===== src/rtl/ipq_pkg.sv =====
// rtl/ipq_pkg.sv - shared types and constants for the instruction prefetch queue
package ipq_pkg;

    localparam int ADDR_W  = 32;
    localparam int INSTR_W = 32;
    localparam int ENTRY_W = ADDR_W + INSTR_W;

    localparam logic [ADDR_W-1:0] PC_STEP = 32'd4;

    typedef enum logic [1:0] {
        IDLE = 2'd0,
        WAIT = 2'd1,
        DROP = 2'd2
    } ipq_state_e;

    typedef struct packed {
        logic [ADDR_W-1:0]  pc;
        logic [INSTR_W-1:0] instr;
    } ipq_entry_t;

    // Fetch addresses are always word aligned; low two bits of a target are ignored.
    function automatic logic [ADDR_W-1:0] align_pc(input logic [ADDR_W-1:0] pc);
        return pc & ~32'd3;
    endfunction

endpackage


===== src/rtl/ipq_fifo.sv =====
// rtl/ipq_fifo.sv - circular entry store for the prefetch queue with push/pop/flush
module ipq_fifo #(
    parameter int DEPTH = 4,
    parameter int WIDTH = 64
) (
    input  logic                   clk,
    input  logic                   rst_n,
    input  logic                   push,
    input  logic [WIDTH-1:0]       push_data,
    input  logic                   pop,
    input  logic                   flush,
    output logic [WIDTH-1:0]       pop_data,
    output logic                   full,
    output logic                   empty,
    output logic [$clog2(DEPTH):0] count
);

    localparam int PW = $clog2(DEPTH);
    localparam logic [PW:0] DEPTH_C = (PW+1)'(DEPTH);

    logic [WIDTH-1:0] mem [DEPTH];
    logic [PW-1:0]    wr_ptr;
    logic [PW-1:0]    rd_ptr;
    logic [PW:0]      cnt;
    logic             do_push;
    logic             do_pop;

    assign do_pop  = pop && (cnt != '0);
    assign do_push = push && ((cnt != DEPTH_C) || do_pop);

    always_ff @(posedge clk or negedge rst_n) begin
        if (!rst_n) begin
            wr_ptr <= '0;
            rd_ptr <= '0;
            cnt    <= '0;
        end else if (flush) begin
            wr_ptr <= '0;
            rd_ptr <= '0;
            cnt    <= '0;
        end else begin
            if (do_push) wr_ptr <= wr_ptr + 1'b1;
            if (do_pop)  rd_ptr <= rd_ptr + 1'b1;
            case ({do_push, do_pop})
                2'b10:   cnt <= cnt + 1'b1;
                2'b01:   cnt <= cnt - 1'b1;
                default: cnt <= cnt;
            endcase
        end
    end

    // Storage carries no reset; readers gate the head with empty.
    always_ff @(posedge clk) begin
        if (do_push && !flush) mem[wr_ptr] <= push_data;
    end

    assign pop_data = mem[rd_ptr];
    assign full     = (cnt == DEPTH_C);
    assign empty    = (cnt == '0);
    assign count    = cnt;

endmodule


===== src/rtl/instr_prefetch_queue.sv =====
// rtl/instr_prefetch_queue.sv - single-outstanding instruction prefetcher feeding decode
// Optional same-cycle ack-to-decode bypass is built when IPQ_BYPASS_EN is defined.
module instr_prefetch_queue
    import ipq_pkg::*;
#(
    parameter int                DEPTH    = 4,
    parameter logic [ADDR_W-1:0] RESET_PC = 32'h0000_0000
) (
    input  logic               clk_i,
    input  logic               rst_i,
    output logic               mem_req_o,
    output logic [ADDR_W-1:0]  mem_addr_o,
    input  logic               mem_ack_i,
    input  logic [INSTR_W-1:0] mem_data_i,
    input  logic               redirect_i,
    input  logic [ADDR_W-1:0]  redirect_pc_i,
    output logic               instr_valid_o,
    output logic [INSTR_W-1:0] instr_o,
    output logic [ADDR_W-1:0]  instr_pc_o,
    input  logic               instr_ready_i
);

    localparam int CW = $clog2(DEPTH) + 1;
    localparam logic [CW-1:0] DEPTH_C = CW'(DEPTH);

    ipq_state_e        state;
    logic [ADDR_W-1:0] fetch_pc;
    logic [ADDR_W-1:0] req_addr;

    ipq_entry_t        head;
    ipq_entry_t        push_entry;
    logic              fifo_push;
    logic              fifo_pop;
    logic              fifo_full;
    logic              fifo_empty;
    logic [CW-1:0]     fifo_count;

    logic              can_fetch;
    logic              accept;

    // Requests only leave IDLE with a free slot, so the returning ack always fits.
    assign can_fetch = (fifo_count < DEPTH_C);
    assign accept    = (state == WAIT) && mem_ack_i && !redirect_i;

    assign push_entry.pc    = req_addr;
    assign push_entry.instr = mem_data_i;
    assign mem_addr_o       = req_addr;

`ifdef IPQ_BYPASS_EN
    logic bypass_hit;

    assign bypass_hit    = accept && fifo_empty;
    assign fifo_push     = accept && !fifo_full && !(bypass_hit && instr_ready_i);
    assign fifo_pop      = !fifo_empty && instr_ready_i && !redirect_i;
    assign instr_valid_o = !fifo_empty || bypass_hit;
    assign instr_o       = !fifo_empty ? head.instr : (bypass_hit ? mem_data_i : '0);
    assign instr_pc_o    = !fifo_empty ? head.pc    : (bypass_hit ? req_addr   : '0);
`else
    assign fifo_push     = accept && !fifo_full;
    assign fifo_pop      = !fifo_empty && instr_ready_i && !redirect_i;
    assign instr_valid_o = !fifo_empty;
    assign instr_o       = fifo_empty ? '0 : head.instr;
    assign instr_pc_o    = fifo_empty ? '0 : head.pc;
`endif

    always_ff @(posedge clk_i or negedge rst_i) begin
        if (!rst_i) begin
            state     <= IDLE;
            fetch_pc  <= RESET_PC;
            req_addr  <= RESET_PC;
            mem_req_o <= 1'b0;
        end else begin
            case (state)
                IDLE: begin
                    if (redirect_i) begin
                        fetch_pc <= align_pc(redirect_pc_i);
                    end else if (can_fetch) begin
                        mem_req_o <= 1'b1;
                        req_addr  <= fetch_pc;
                        state     <= WAIT;
                    end
                end
                WAIT: begin
                    if (mem_ack_i) begin
                        mem_req_o <= 1'b0;
                        state     <= IDLE;
                        fetch_pc  <= redirect_i ? align_pc(redirect_pc_i) : fetch_pc + PC_STEP;
                    end else if (redirect_i) begin
                        fetch_pc <= align_pc(redirect_pc_i);
                        state    <= DROP;
                    end
                end
                DROP: begin
                    // Old request stays on the bus until memory answers; its data is discarded.
                    if (redirect_i) fetch_pc <= align_pc(redirect_pc_i);
                    if (mem_ack_i) begin
                        mem_req_o <= 1'b0;
                        state     <= IDLE;
                    end
                end
                default: begin
                    mem_req_o <= 1'b0;
                    state     <= IDLE;
                end
            endcase
        end
    end

    ipq_fifo #(
        .DEPTH (DEPTH),
        .WIDTH (ENTRY_W)
    ) u_fifo (
        .clk       (clk_i),
        .rst_n     (rst_i),
        .push      (fifo_push),
        .push_data (push_entry),
        .pop       (fifo_pop),
        .flush     (redirect_i),
        .pop_data  (head),
        .full      (fifo_full),
        .empty     (fifo_empty),
        .count     (fifo_count)
    );

endmodule


===== config.mk =====
export PLATFORM = sky130hd
export DESIGN_NAME = instr_prefetch_queue
export DESIGN_NICKNAME = d
export VERILOG_FILES = /design/src/rtl/ipq_pkg.sv /design/src/rtl/ipq_fifo.sv /design/src/rtl/instr_prefetch_queue.sv
export SDC_FILE = /design/constraint.sdc
export NUM_CORES = 1
export LEC_CHECK = 0
export ABC_AREA = 1
export BUFFER_PORTS_ARGS = -buffer_cell sky130_fd_sc_hd__buf_4
export CELL_PAD_IN_SITES_DETAIL_PLACEMENT = 1
export CELL_PAD_IN_SITES_GLOBAL_PLACEMENT = 2
export CORE_ASPECT_RATIO = 0.5
export CORE_MARGIN = 5
export CORE_UTILIZATION = 34
export DETAILED_ROUTE_END_ITERATION = 10
export GPL_TIMING_DRIVEN = 0
export PLACE_DENSITY = 0.78
export SYNTH_ARGS = -nofsm -noshare
export SYNTH_HDL_FRONTEND = slang
export SYNTH_SLANG_ARGS = --single-unit

===== constraint.sdc =====
create_clock -name clk_i -period 4.19 [get_ports clk_i]
set_input_delay 0.2095 -clock clk_i [delete_from_list [all_inputs] [get_ports clk_i]]
set_output_delay 0.2095 -clock clk_i [all_outputs]
set_load 0.005 [all_outputs]

==> impl_results.md, run 1 <==
- Run status: finished clean
- Starting DRT DRC Count: 636
- Skew final: 0.0102 ns
- Fin Hold WS: 0.0105 ns
- Die area: 45600 um2
- Yosys cell types: 36
- TritonCTS Buffers: 34
- Power density cells: 625 nW/um2
- H-tree levels: 2
- Max-slew violation count: 0
- Fin crit share: 0.655
- Setup TNS: 0 ns
- Core box area: 40600 um2
- Final setup fails: 0
- DR vias: 10600
- Min-delay src: redirect_pc_i[6]
- R2R cell count: 6
- CP Class: reg2out
- Largest cells by area after synthesis: edfxtp_1, dfrtp_1, nor2_1
- Syn Std Cell Area: between 10000 and 15000 um2
- Fmax: 0.365 GHz
- Reg-to-Reg End: u_fifo.mem[1][19]$_DFFE_PP_
- Hpwl dp: 29.8 mm
- Starting density of the core: 0.345
- Layout cells sized above 1: 0.178
- Post-synthesis register bit count: 330
- HP Class: in2reg
- Final #Nets: 1645
- Dpl cells: 2032
- Primary FF master, synth: edfxtp_1
- Worst path required time: about 4 ns
- Sequential share of the synthesized area: 0.681
- Initial antenna violation count: 0
- Sink Count: 330
- Synth area leader: edfxtp_1
- Max Cap Viol: 0
- CP Data Arrival Time: 2.53 ns
- Async set-or-reset flop fraction in the synthesized netlist: 0.224
- Setup bufs post-CTS: 0
- Peak supply drop: 0.260 mV
- Final min period: 2.74 ns
- Final Cell Area: 17500 um2
- Pre-CTS WS: 1.61 ns
- Flop-to-flop setup slack: 1.63 ns
- Vias per cell: 4.98
- Synth Warn #: 0
- Layout Utilization: 0.430
- Slew @ Worst Pin: 1.03 ns
- Crit path capture type: output pin
- EDFF count, synth: 256
- Hold endpoint: fetch_pc[6]$_DFFE_PN0P_
- Fill cell count: 4520
- Area growth, synth to finish: 24.7%
- Hold depth: 3
- Placed cell areas: 16100 um2
- Yosys top cell area share: 0.549
- Max-Slew Margin vs Limit: 0.313
- DRT Pass-1 Iters: 4
- Synth Instances: 1320
- Worst reg2reg startpoint: state[1]$_DFFE_PN0P_
- Drt drc: 0
- Post-Synthesis Net Count: 1399
- Longest Clk Path Bufs: 3
- Final Hold Vio Count: 0
- Layout Cells excl Fill: 2126
- Die H: 154 um
- Leakage: just under 7 nW
- Reg clk slew, reported paths: 0.06 ns
- Pwr Total: approximately 11 mW
- Unrepaired setup endpoints after global routing: false
- RD Place Congestion: 0.803
- Boundary pin count: 167
- WL/cell: 20.1 um
- Final ANT Viol Nets: 0
- Routed WL: about 43 mm
- FP Rows: 52
- Worst setup margin: about 1.4 ns
- GR Overflow Total: 0
- CTS Root Buffer Type: clkbuf_16
- CTS resizes: 0
- CTS tree: built
- First-pass GRT wire length: 65.6 mm
- Total Routing Usage GR: 0.183
- Register area: 9540 um2
- Worst Path Max Fanout: 10
- Vias in the first global route: 11500
- Footprint of the multi-input gates: 3930 um2
- Startpoint type of the worst setup path: flop
- Largest net degree at the start of global routing: 75
- Worst skew pair latency: 0.52 ns
- Port bufs: 164
- Diodes inserted: 0
- Syn avg cell area: 10.6 um2
- Die Wd: 297 um
## flip-flops by register name, summed over array words and instances (netlist names)
signal and cells:
u_fifo.rd_ptr 2, mem_req_o 1, u_fifo.wr_ptr 2, u_fifo.mem 256
state 2, mem_addr_o 32, fetch_pc 32, u_fifo.count 3
## layout make-up
| class | instances | area share |
|---|---|---|
| sequential | 330 | 0.546 |
| buffer | 66 | 0.0174 |
| timing repair buffer | 210 | 0.101 |
| clock buffer | 42 | 0.0516 |
| inverter | 71 | 0.0155 |
| tap | 540 | 0.0387 |
| clock inverter | 14 | 0.00430 |
| multi-input combinational | 853 | 0.225 |
## power by group
| part | total [mW] | internal [mW] | switching, mW |
|---|---|---|---|
| Clock | 2.75 | 1.53 | 1.23 |
| Combinational | 3.62 | 1.39 | 2.23 |
| Sequential | 4.54 | 4.07 | 0.466 |
## metal layers
| metal | track usage | vias up | part of all wire |
|---|---|---|---|
| met5 | 0 | - | 0 |
| met4 | 0.0509 | 0 | 0.022 |
| met3 | 0.0238 | 64 | 0.028 |
| met2 | 0.341 | 160 | 0.53 |
| met1 | 0.224 | 5350 | 0.42 |
| li1 | - | 5006 | - |
## worst max-delay path: stages (launching register included)
cell and delay, ns:
dfrtp_1 0.45, nor3_1 0.58, buf_2 0.36, buf_2 0.31, a21oi_1 0.14, buf_4 0.17
## kinds of logic after synthesis
group	Yosys count	synth area share
buffers and inverters	137	0.0410
XOR/XNOR	2	0.00125
multiplexers	2	0.00161
AND/OR/NAND/NOR	553	0.162
AO/OA/AOI/OAI	286	0.104
flip-flops	330	0.681
adder cells (fa/ha/maj)	10	0.00946
## synth_stat cells, types with 11 or more instances
library cell,instances
nand3_1,43
nand2_1,168
inv_1,64
o21ai_0,192
clkbuf_1,22
nor3_1,11
nor2_1,301
edfxtp_1,256
dfrtp_1,74
a21oi_1,80
buf_2,32
## cells in the final DEF (no fill, tap or decap), types with 2 or more instances in the layout
| master | synthesis | final |
|---|---|---|
| buf_12 | 0 | 8 |
| nand3_2 | 2 | 2 |
| clkbuf_1 | 22 | 29 |
| dlygate4sd3_1 | 0 | 38 |
| o22ai_1 | 3 | 3 |
| inv_1 | 64 | 64 |
| clkinv_1 | 1 | 7 |
| buf_6 | 2 | 2 |
| nand4_1 | 9 | 9 |
| nor2_1 | 301 | 297 |
| clkinvlp_4 | 0 | 2 |
| o211ai_1 | 5 | 5 |
| dfrtp_1 | 74 | 74 |
| a21oi_1 | 80 | 80 |
| inv_2 | 4 | 4 |
| nand2_2 | 2 | 2 |
| clkbuf_16 | 0 | 35 |
| o21ai_0 | 192 | 192 |
| buf_4 | 0 | 164 |
| nor2_4 | 6 | 10 |
| nor2_2 | 8 | 8 |
| o21ai_1 | 4 | 4 |
| ha_1 | 9 | 9 |
| nand2_1 | 168 | 168 |
| buf_2 | 32 | 32 |
| clkinv_2 | 1 | 5 |
| nand3_1 | 43 | 43 |
| buf_1 | 9 | 9 |
| nor3_1 | 11 | 11 |
| mux2_2 | 2 | 2 |
| edfxtp_1 | 256 | 256 |
## what timing repair did
action | in CTS | in global routing
hold buffers | 38 | 0
endpoints found under the hold margin | 207 | 0
setup endpoints to repair | 0 | 0
## how the worst max path moves through the flow
stage               slack (ns)                          end                        start  depth (start not counted)
floorplan                 0.20   u_fifo.mem[0][0]$_DFFE_PP_         state[1]$_DFFE_PN0P_                          4
global placement         -2.17   u_fifo.mem[3][9]$_DFFE_PP_         state[1]$_DFFE_PN0P_                          4
detailed placement        1.61  u_fifo.mem[1][10]$_DFFE_PP_         state[1]$_DFFE_PN0P_                          6
CTS                       1.42               instr_pc_o[13]  u_fifo.count[2]$_DFFE_PN0P_                          5
global route              1.37               instr_pc_o[19]  u_fifo.count[2]$_DFFE_PN0P_                          5
finish                    1.45               instr_pc_o[13]  u_fifo.count[2]$_DFFE_PN0P_                          5
No activity file was read; power rests on OpenSTA's default activity.
==> inputs of run 2 (changes only) <==
Settings changed: ABC_AREA 1 to 0, CORE_UTILIZATION 34 to 39, PLACE_DENSITY 0.78 to 0.79.
Clock period 4.19 ns to 2.5 ns, I/O delays scaled along.
==> impl_results.md, run 2 <==
- Routed WL: 34.3 mm (-20%)
- WL/cell: 22.1 um (+9.7%)
- Startpoint type of the worst setup path: flop
- Skew final: 0.0175 ns (+0.00735 ns)
- Synth Instances: 785 (-41%)
- CP Data Arrival Time: 2.86 ns (+0.33 ns)
- Post-synthesis register bit count: 330 (unchanged)
- Syn avg cell area: 17.3 um2 (+63%)
- Largest cells by area after synthesis: edfxtp_1, dfrtp_1, mux4_2
- Worst Path Max Fanout: 10 (unchanged)
- Count leader, synth: edfxtp_1
- Yosys top cell area share: 0.566 (+0.0179)
- Sequential share of the synthesized area: 0.703 (+0.0222)
- EDFF count, synth: 256 (unchanged)
- Layout Cells excl Fill: 1556 (-27%)
- Max-Slew Margin vs Limit: 0.336 (+0.0227)
- Final min period: roughly 2.4 ns
- Yosys cell types: 57 (+58%)
- Grt met3 use: 0.0259 (+0.00204)
- Final #Nets: 1136 (-31%)
- Drt drc: 0 (unchanged)
- Total Routing Usage GR: 0.177 (-0.00534)
- Vias per cell: 5.13 (+3.2%)
- Hpwl dp: 22.8 mm (-24%)
- Most flops, register: u_fifo.mem
- CP Class: reg2reg
- Final Cell Area: 17300 um2 (-1.0%)
- FP Rows: 48 (-7.7%)
- Starting DRT DRC Count: 533 (-16%)
- Leakage: 6.28 nW (-6.8%)
- GR peak layer: met2
- Flop-to-flop setup slack: 0.08 ns (-1.55 ns)
- Longest Clk Path Bufs: 3 (unchanged)
- DRT Pass-1 Iters: 4 (unchanged)
- Fin crit share: 0.966
- M1 GR Usage: 0.234 (+0.00920)
- Vias in the first global route: 8808 (-23%)
- Final setup fails: 0 (unchanged)
- Final ANT Viol Nets: 0 (unchanged)
- Fill cell count: 3280 (-27%)
- Layout Utilization: 0.502 (+0.0721)
- CTS tree: built
- RD Place Congestion: 0.785 (-2.2%)
- Reg clk slew, reported paths: 0.07 ns (about the same)
- Worst path required time: 2.94 ns (-1.04 ns)
- Peak supply drop: 0.480 mV (+85%)
- Die H: 142 um (-7.6%)
- Post-synth top cells: edfxtp_1, dfrtp_1, and2_1, mux4_2, mux2_2
- Largest net degree at the start of global routing: 75 (unchanged)
- Fmax: just over 0.4 GHz
- Layout cells sized above 1: 0.337 (+0.159)
- DR vias: 7989 (-24%)
- GR Overflow Total: 0 (unchanged)
- Synth area leader: edfxtp_1
- Area growth, synth to finish: 27.4%
- Initial antenna violation count: 0 (unchanged)
- Power density cells: 1030 nW/um2 (+65%)
- Synth Warn #: 0 (unchanged)
- Setup TNS: 0 ns (unchanged)
- Starting density of the core: 0.394 (+0.0492)
- Primary FF master, synth: edfxtp_1
- Worst-path cell chain: inv_2 > ha_2 > or3b_4 > buf_6 > or4_4 > o211ai_2 > o41ai_1 > a221o_1
- Syn Std Cell Area: 13600 um2 (-3.2%)
- Most common cell after layout, fill and taps aside: edfxtp_1
- CP max stage delay: 0.56 ns (-0.02 ns)
- Sink Count: 330 (unchanged)
- Core box area: 34400 um2 (-15%)
- Most frequent cells in the layout: edfxtp_1, buf_4, dfrtp_1, and2_1, dlygate4sd3_1
- Final Hold Vio Count: 0 (unchanged)
- Max-slew violation count: 0 (unchanged)
- Slew @ Worst Pin: 0.996 ns (-0.0340 ns)
- Run status: finished clean
- Port bufs: 164 (unchanged)
- H-tree levels: 1 (-1)
- HP Class: in2reg
- Async set-or-reset flop fraction in the synthesized netlist: 0.224 (unchanged)
- Max Cap Viol: 0 (unchanged)
- Max reg flops: 256 (unchanged)
- Met2 Track Usage GR: 0.313 (-0.0273)
- CTS Root Buffer Type: clkbuf_16
- First-pass GRT wire length: 53.1 mm (-19%)
- CP Buf/Inv Count: 2 (-1)
- Placed cell areas: 15500 um2 (-3.7%)
- Crit path capture type: flop
- Post-Synthesis Net Count: 864 (-38%)
- Die area: 38900 um2 (-15%)
- CP max stage cell: or4_4
- Boundary pin count: 167 (unchanged)
- Dpl cells: 1428 (-30%)
- TritonCTS Buffers: 30 (-12%)
- Crit path max-delay family: simple AND/OR/NAND/NOR gates
- Diodes inserted: 0 (unchanged)
- Worst skew pair latency: 0.57 ns (+0.05 ns)
- Die Wd: 274 um (-7.8%)
run 2: final timing paths:
check | start | endpoint | cells after the start
hold / removal | redirect_i | fetch_pc[26]$_DFFE_PN0P_ | 4
setup reg to reg | state[0]$_DFFE_PN0P_ | fetch_pc[14]$_DFFE_PN0P_ | 8
max in group asynchronous | rst_i | u_fifo.count[2]$_DFFE_PN0P_ | 2
setup / recovery | state[0]$_DFFE_PN0P_ | fetch_pc[14]$_DFFE_PN0P_ | 8
min in group asynchronous | rst_i | mem_addr_o[9]$_DFFE_PN0P_ | 2
hold reg to reg | fetch_pc[0]$_DFFE_PN0P_ | fetch_pc[0]$_DFFE_PN0P_ | 1
run 2: logic make-up after synthesis:
kind of cell,after synthesis,share of synthesized area
muxes,112,0.145
adders and majority gates,10,0.00977
DFF,330,0.703
AOI/OAI and AO/OA,78,0.0384
and+or+nand+nor,197,0.0851
buffers and inverters,53,0.0158
xor gates and xnor gates,5,0.00323
run 2: layout make-up:
type | count | area, um2 | share of cell area
plain buffers | 43 | 254 | 0.0147
clock buffers | 50 | 876 | 0.0507
clock inverters | 6 | 67.6 | 0.00391
inverters | 9 | 33.8 | 0.00195
multi-input cells | 402 | 3870 | 0.224
flip-flops and latches | 330 | 9540 | 0.552
well taps | 475 | 594 | 0.0344
repair buffers | 241 | 2050 | 0.118
run 2: metal layers:
metal,wire length [um],up-vias
met5,0,-
met4,832,0
met3,1060,41
met2,18000,118
met1,14400,4206
li1,-,3624
run 2: repair_timing:
action,CTS,global route
hold endpoints to repair,235,0
gates resized for setup,46,12
setup buffers,2,5
gates cloned,0,0
pin swaps,2,2
setup endpoints to repair,106,68
hold buffers,66,0
run 2: per-stage QoR:
| stage | worst slack (ns) | power (mW) | hold slack [ns] |
|---|---|---|---|
| 3_5_place_dp | -0.464 | 13.3 | 0.329 |
| 6_report | 0.0844 | 17.8 | 0.0962 |
| 2_1_floorplan | 0.123 | 10.4 | -0.171 |
| 3_3_place_gp | -0.483 | 13.0 | 0.323 |
| 4_1_cts | 0.00837 | 18.0 | 0.0636 |
| 5_1_grt | -0.0278 | 18.9 | 0.114 |
run 2: worst register-to-register path: cells and delay by family, from the launching register on:
kind | cells | cell delay [ns]
flops | 1 | 0.39
compound gates | 3 | 0.51
simple gates | 2 | 0.96
fa+ha+maj | 1 | 0.21
buf+inv | 2 | 0.23
run 2: power by group:
| part | internal [mW] | total (mW) | switching [mW] |
|---|---|---|---|
| clock | 2.49 | 4.46 | 1.98 |
| combinational | 3.09 | 5.78 | 2.68 |
| sequential | 6.87 | 7.59 | 0.717 |
| total | 12.4 | 17.8 | 5.38 |
==> inputs of run 3 (changes only) <==
Settings changed: GPL_TIMING_DRIVEN 0 to not set, TNS_END_PERCENT set to 50.
==> impl_results.md, run 3 (synthesis gave the netlist of run 2 again) <==
- Run status: finished clean
- Worst-path cell chain: inv_1 > ha_1 > or3b_4 > or4_4 > o211ai_2 > o41ai_1 > a221o_1
- CTS tree: built
- Hpwl dp: 20.4 mm (-11%)
- Core box area: 34400 um2 (unchanged)
- CP max stage delay: 0.58 ns (+0.02 ns)
- Most flops, register: u_fifo.mem
- CP Data Arrival Time: 2.87 ns (about the same)
- Crit path capture type: flop
- Total Routing Usage GR: 0.173 (-0.00467)
- Clock Power Share: 0.262 (+0.012)
- Pre-CTS WS: 0.0787 ns (+0.543 ns)
- Fill cell count: 3254 (-0.79%)
- Area growth, synth to finish: 28.0%
- Fmax: 0.412 GHz (-0.55%)
- Sink Count: 330 (unchanged)
- Power density cells: 1040 nW/um2 (+0.84%)
- HP Class: in2async
- Worst Path Max Fanout: 11 (+1)
- Routed WL: 33.6 mm (-2.1%)
- Slew @ Worst Pin: 0.530 ns (-0.466 ns)
- Most frequent cells in the layout: edfxtp_1, buf_4, dfrtp_1, and2_1, dlygate4sd3_1
- Fin crit share: 0.972 (+0.00532)
- Unrepaired setup endpoints after global routing: true
- Starting density of the core: 0.394 (unchanged)
- Reg clk slew, reported paths: 0.07 ns (about the same)
- DR vias: 8039 (+0.63%)
- Net Sw Frac: 0.294 (-0.00751)
- FP Rows: 48 (unchanged)
- Max reg flops: 256 (unchanged)
- Placed cell areas: 15600 um2 (+0.57%)
- Register area: 9550 um2 (about the same)
- Most common cell after layout, fill and taps aside: edfxtp_1
- DRT Pass-1 Iters: 4 (unchanged)
- Initial antenna violation count: 1 (+1)
- Peak supply drop: 0.710 mV (+48%)
- Layout Utilization: 0.505 (+0.00229)
- CTS Root Buffer Type: clkbuf_16
- Layout cells sized above 1: 0.342 (+0.00508)
- Die H: 142 um (unchanged)
- Max Cap Viol: 0 (unchanged)
- Final Hold Vio Count: 0 (unchanged)
- Vias in the first global route: 8889 (+0.92%)
- Final ANT Viol Nets: 0 (unchanged)
- Worst path required time: 2.94 ns (about the same)
- Drt drc: 0 (unchanged)
- TritonCTS Buffers: 30 (unchanged)
- Largest net degree at the start of global routing: 67 (-11%)
- CP max stage cell: or4_4
- Startpoint type of the worst setup path: flop
- Final Cell Area: 17400 um2 (+0.46%)
- Final setup fails: 0 (unchanged)
- Die Wd: 274 um (unchanged)
- Boundary pin count: 167 (unchanged)
- Max-slew violation count: 0 (unchanged)
- Worst skew pair latency: 0.56 ns (about the same)
- Internal: 12.7 mW (+2.4%)
- RD Place Congestion: 0.781 (-0.52%)
- Die area: 38900 um2 (unchanged)
- Combinational Power Share: 0.315 (-0.009)
- Psw: 5.31 mW (-1.2%)
- Port bufs: 164 (unchanged)
- Final min period: 2.43 ns (+0.0133 ns)
- Leakage: 6.33 nW (+0.68%)
- First-pass GRT wire length: 52.3 mm (-1.5%)
- Final #Nets: 1118 (-1.6%)
- Vias per cell: 5.23 (+1.8%)
- Skew final: 0.00888 ns (-0.00863 ns)
- Longest Clk Path Bufs: 3 (unchanged)
- WL/cell: 21.8 um (-0.98%)
- Worst setup margin: 0.0711 ns (-0.0133 ns)
- Starting DRT DRC Count: 421 (-21%)
- H-tree levels: 1 (unchanged)
- GR Overflow Total: 0 (unchanged)
- Max-Slew Margin vs Limit: 0.644 (+0.308)
- Footprint of the multi-input gates: 3850 um2 (-0.48%)
- Seq pwr share: 0.422 (-0.004)
- CP Class: reg2reg
[run 3: cell type report]
type	count	area share
well taps	475	0.0342
clock buffers	46	0.0519
multi-input cells	402	0.222
flip-flops and latches	330	0.550
inverters	9	0.00195
repair buffers	266	0.133
clock inverters	9	0.00670
diodes	1	0.000144
[run 3: routing by layer]
metal	global-route usage	wire [um]	part of all wire	vias up
met4	0.0477	921	0.027	0
met2	0.313	17700	0.53	121
met3	0.0248	819	0.024	53
met5	0	0	0	-
li1	-	-	-	3591
met1	0.220	14200	0.42	4274
[run 3: power by group through the flow]
| stage | Combinational, mW | Clock [mW] | Sequential (mW) |
|---|---|---|---|
| floorplan | 3.00 | 0 | 7.44 |
| global placement | 5.38 | 0 | 7.73 |
| detailed placement | 5.50 | 0 | 7.83 |
| CTS | 5.82 | 4.86 | 7.64 |
| global route | 6.16 | 5.11 | 7.74 |
| finish | 5.69 | 4.74 | 7.63 |
[run 3: worst paths after layout]
path / slack, ns / to / from / cells after the start
worst max-delay path: 0.07 / fetch_pc[14]$_DFFE_PN0P_ / state[0]$_DFFE_PN0P_ / 7
worst min-delay path: 0.05 / fetch_pc[3]$_DFFE_PN0P_ / rst_i / 2
worst max register to register: 0.07 / fetch_pc[14]$_DFFE_PN0P_ / state[0]$_DFFE_PN0P_ / 7
worst min register to register: 0.49 / fetch_pc[1]$_DFFE_PN0P_ / fetch_pc[1]$_DFFE_PN0P_ / 1
max in group asynchronous: 1.85 / fetch_pc[1]$_DFFE_PN0P_ / rst_i / 3
min in group clk_i: 0.31 / u_fifo.mem[0][9]$_DFFE_PP_ / mem_data_i[9] / 2
[run 3: per-stage QoR]
step | instances | TNS, ns | total power, mW | hold WS [ns]
after floorplan | 785 | -48.57 | 10.4 | -0.171
after global placement | 1411 | 0 | 13.1 | 0.0842
after detailed placement | 1411 | 0 | 13.3 | 0.0816
after CTS | 1537 | 0 | 18.3 | 0.0533
after global routing | 1538 | -0.0297 | 19.0 | 0.0736
final | 1538 | 0 | 18.1 | 0.0473
[run 3: critical path: cells and delay by family (launching register included)]
family | cells | cell delay, ns
buf+inv | 1 | 0.08
simple gates | 2 | 1.06
fa+ha+maj | 1 | 0.24
flops | 1 | 0.41
compound gates | 3 | 0.51
[run 3: repair_timing]
| action | CTS | global route |
|---|---|---|
| pin swaps | 0 | 2 |
| hold endpoints to repair | 235 | 0 |
| hold buffers | 66 | 0 |
| gates cloned | 0 | 0 |
| buffers inserted | 5 | 0 |
| resized for setup | 1 | 3 |
| setup endpoints to repair | 64 | 9 |
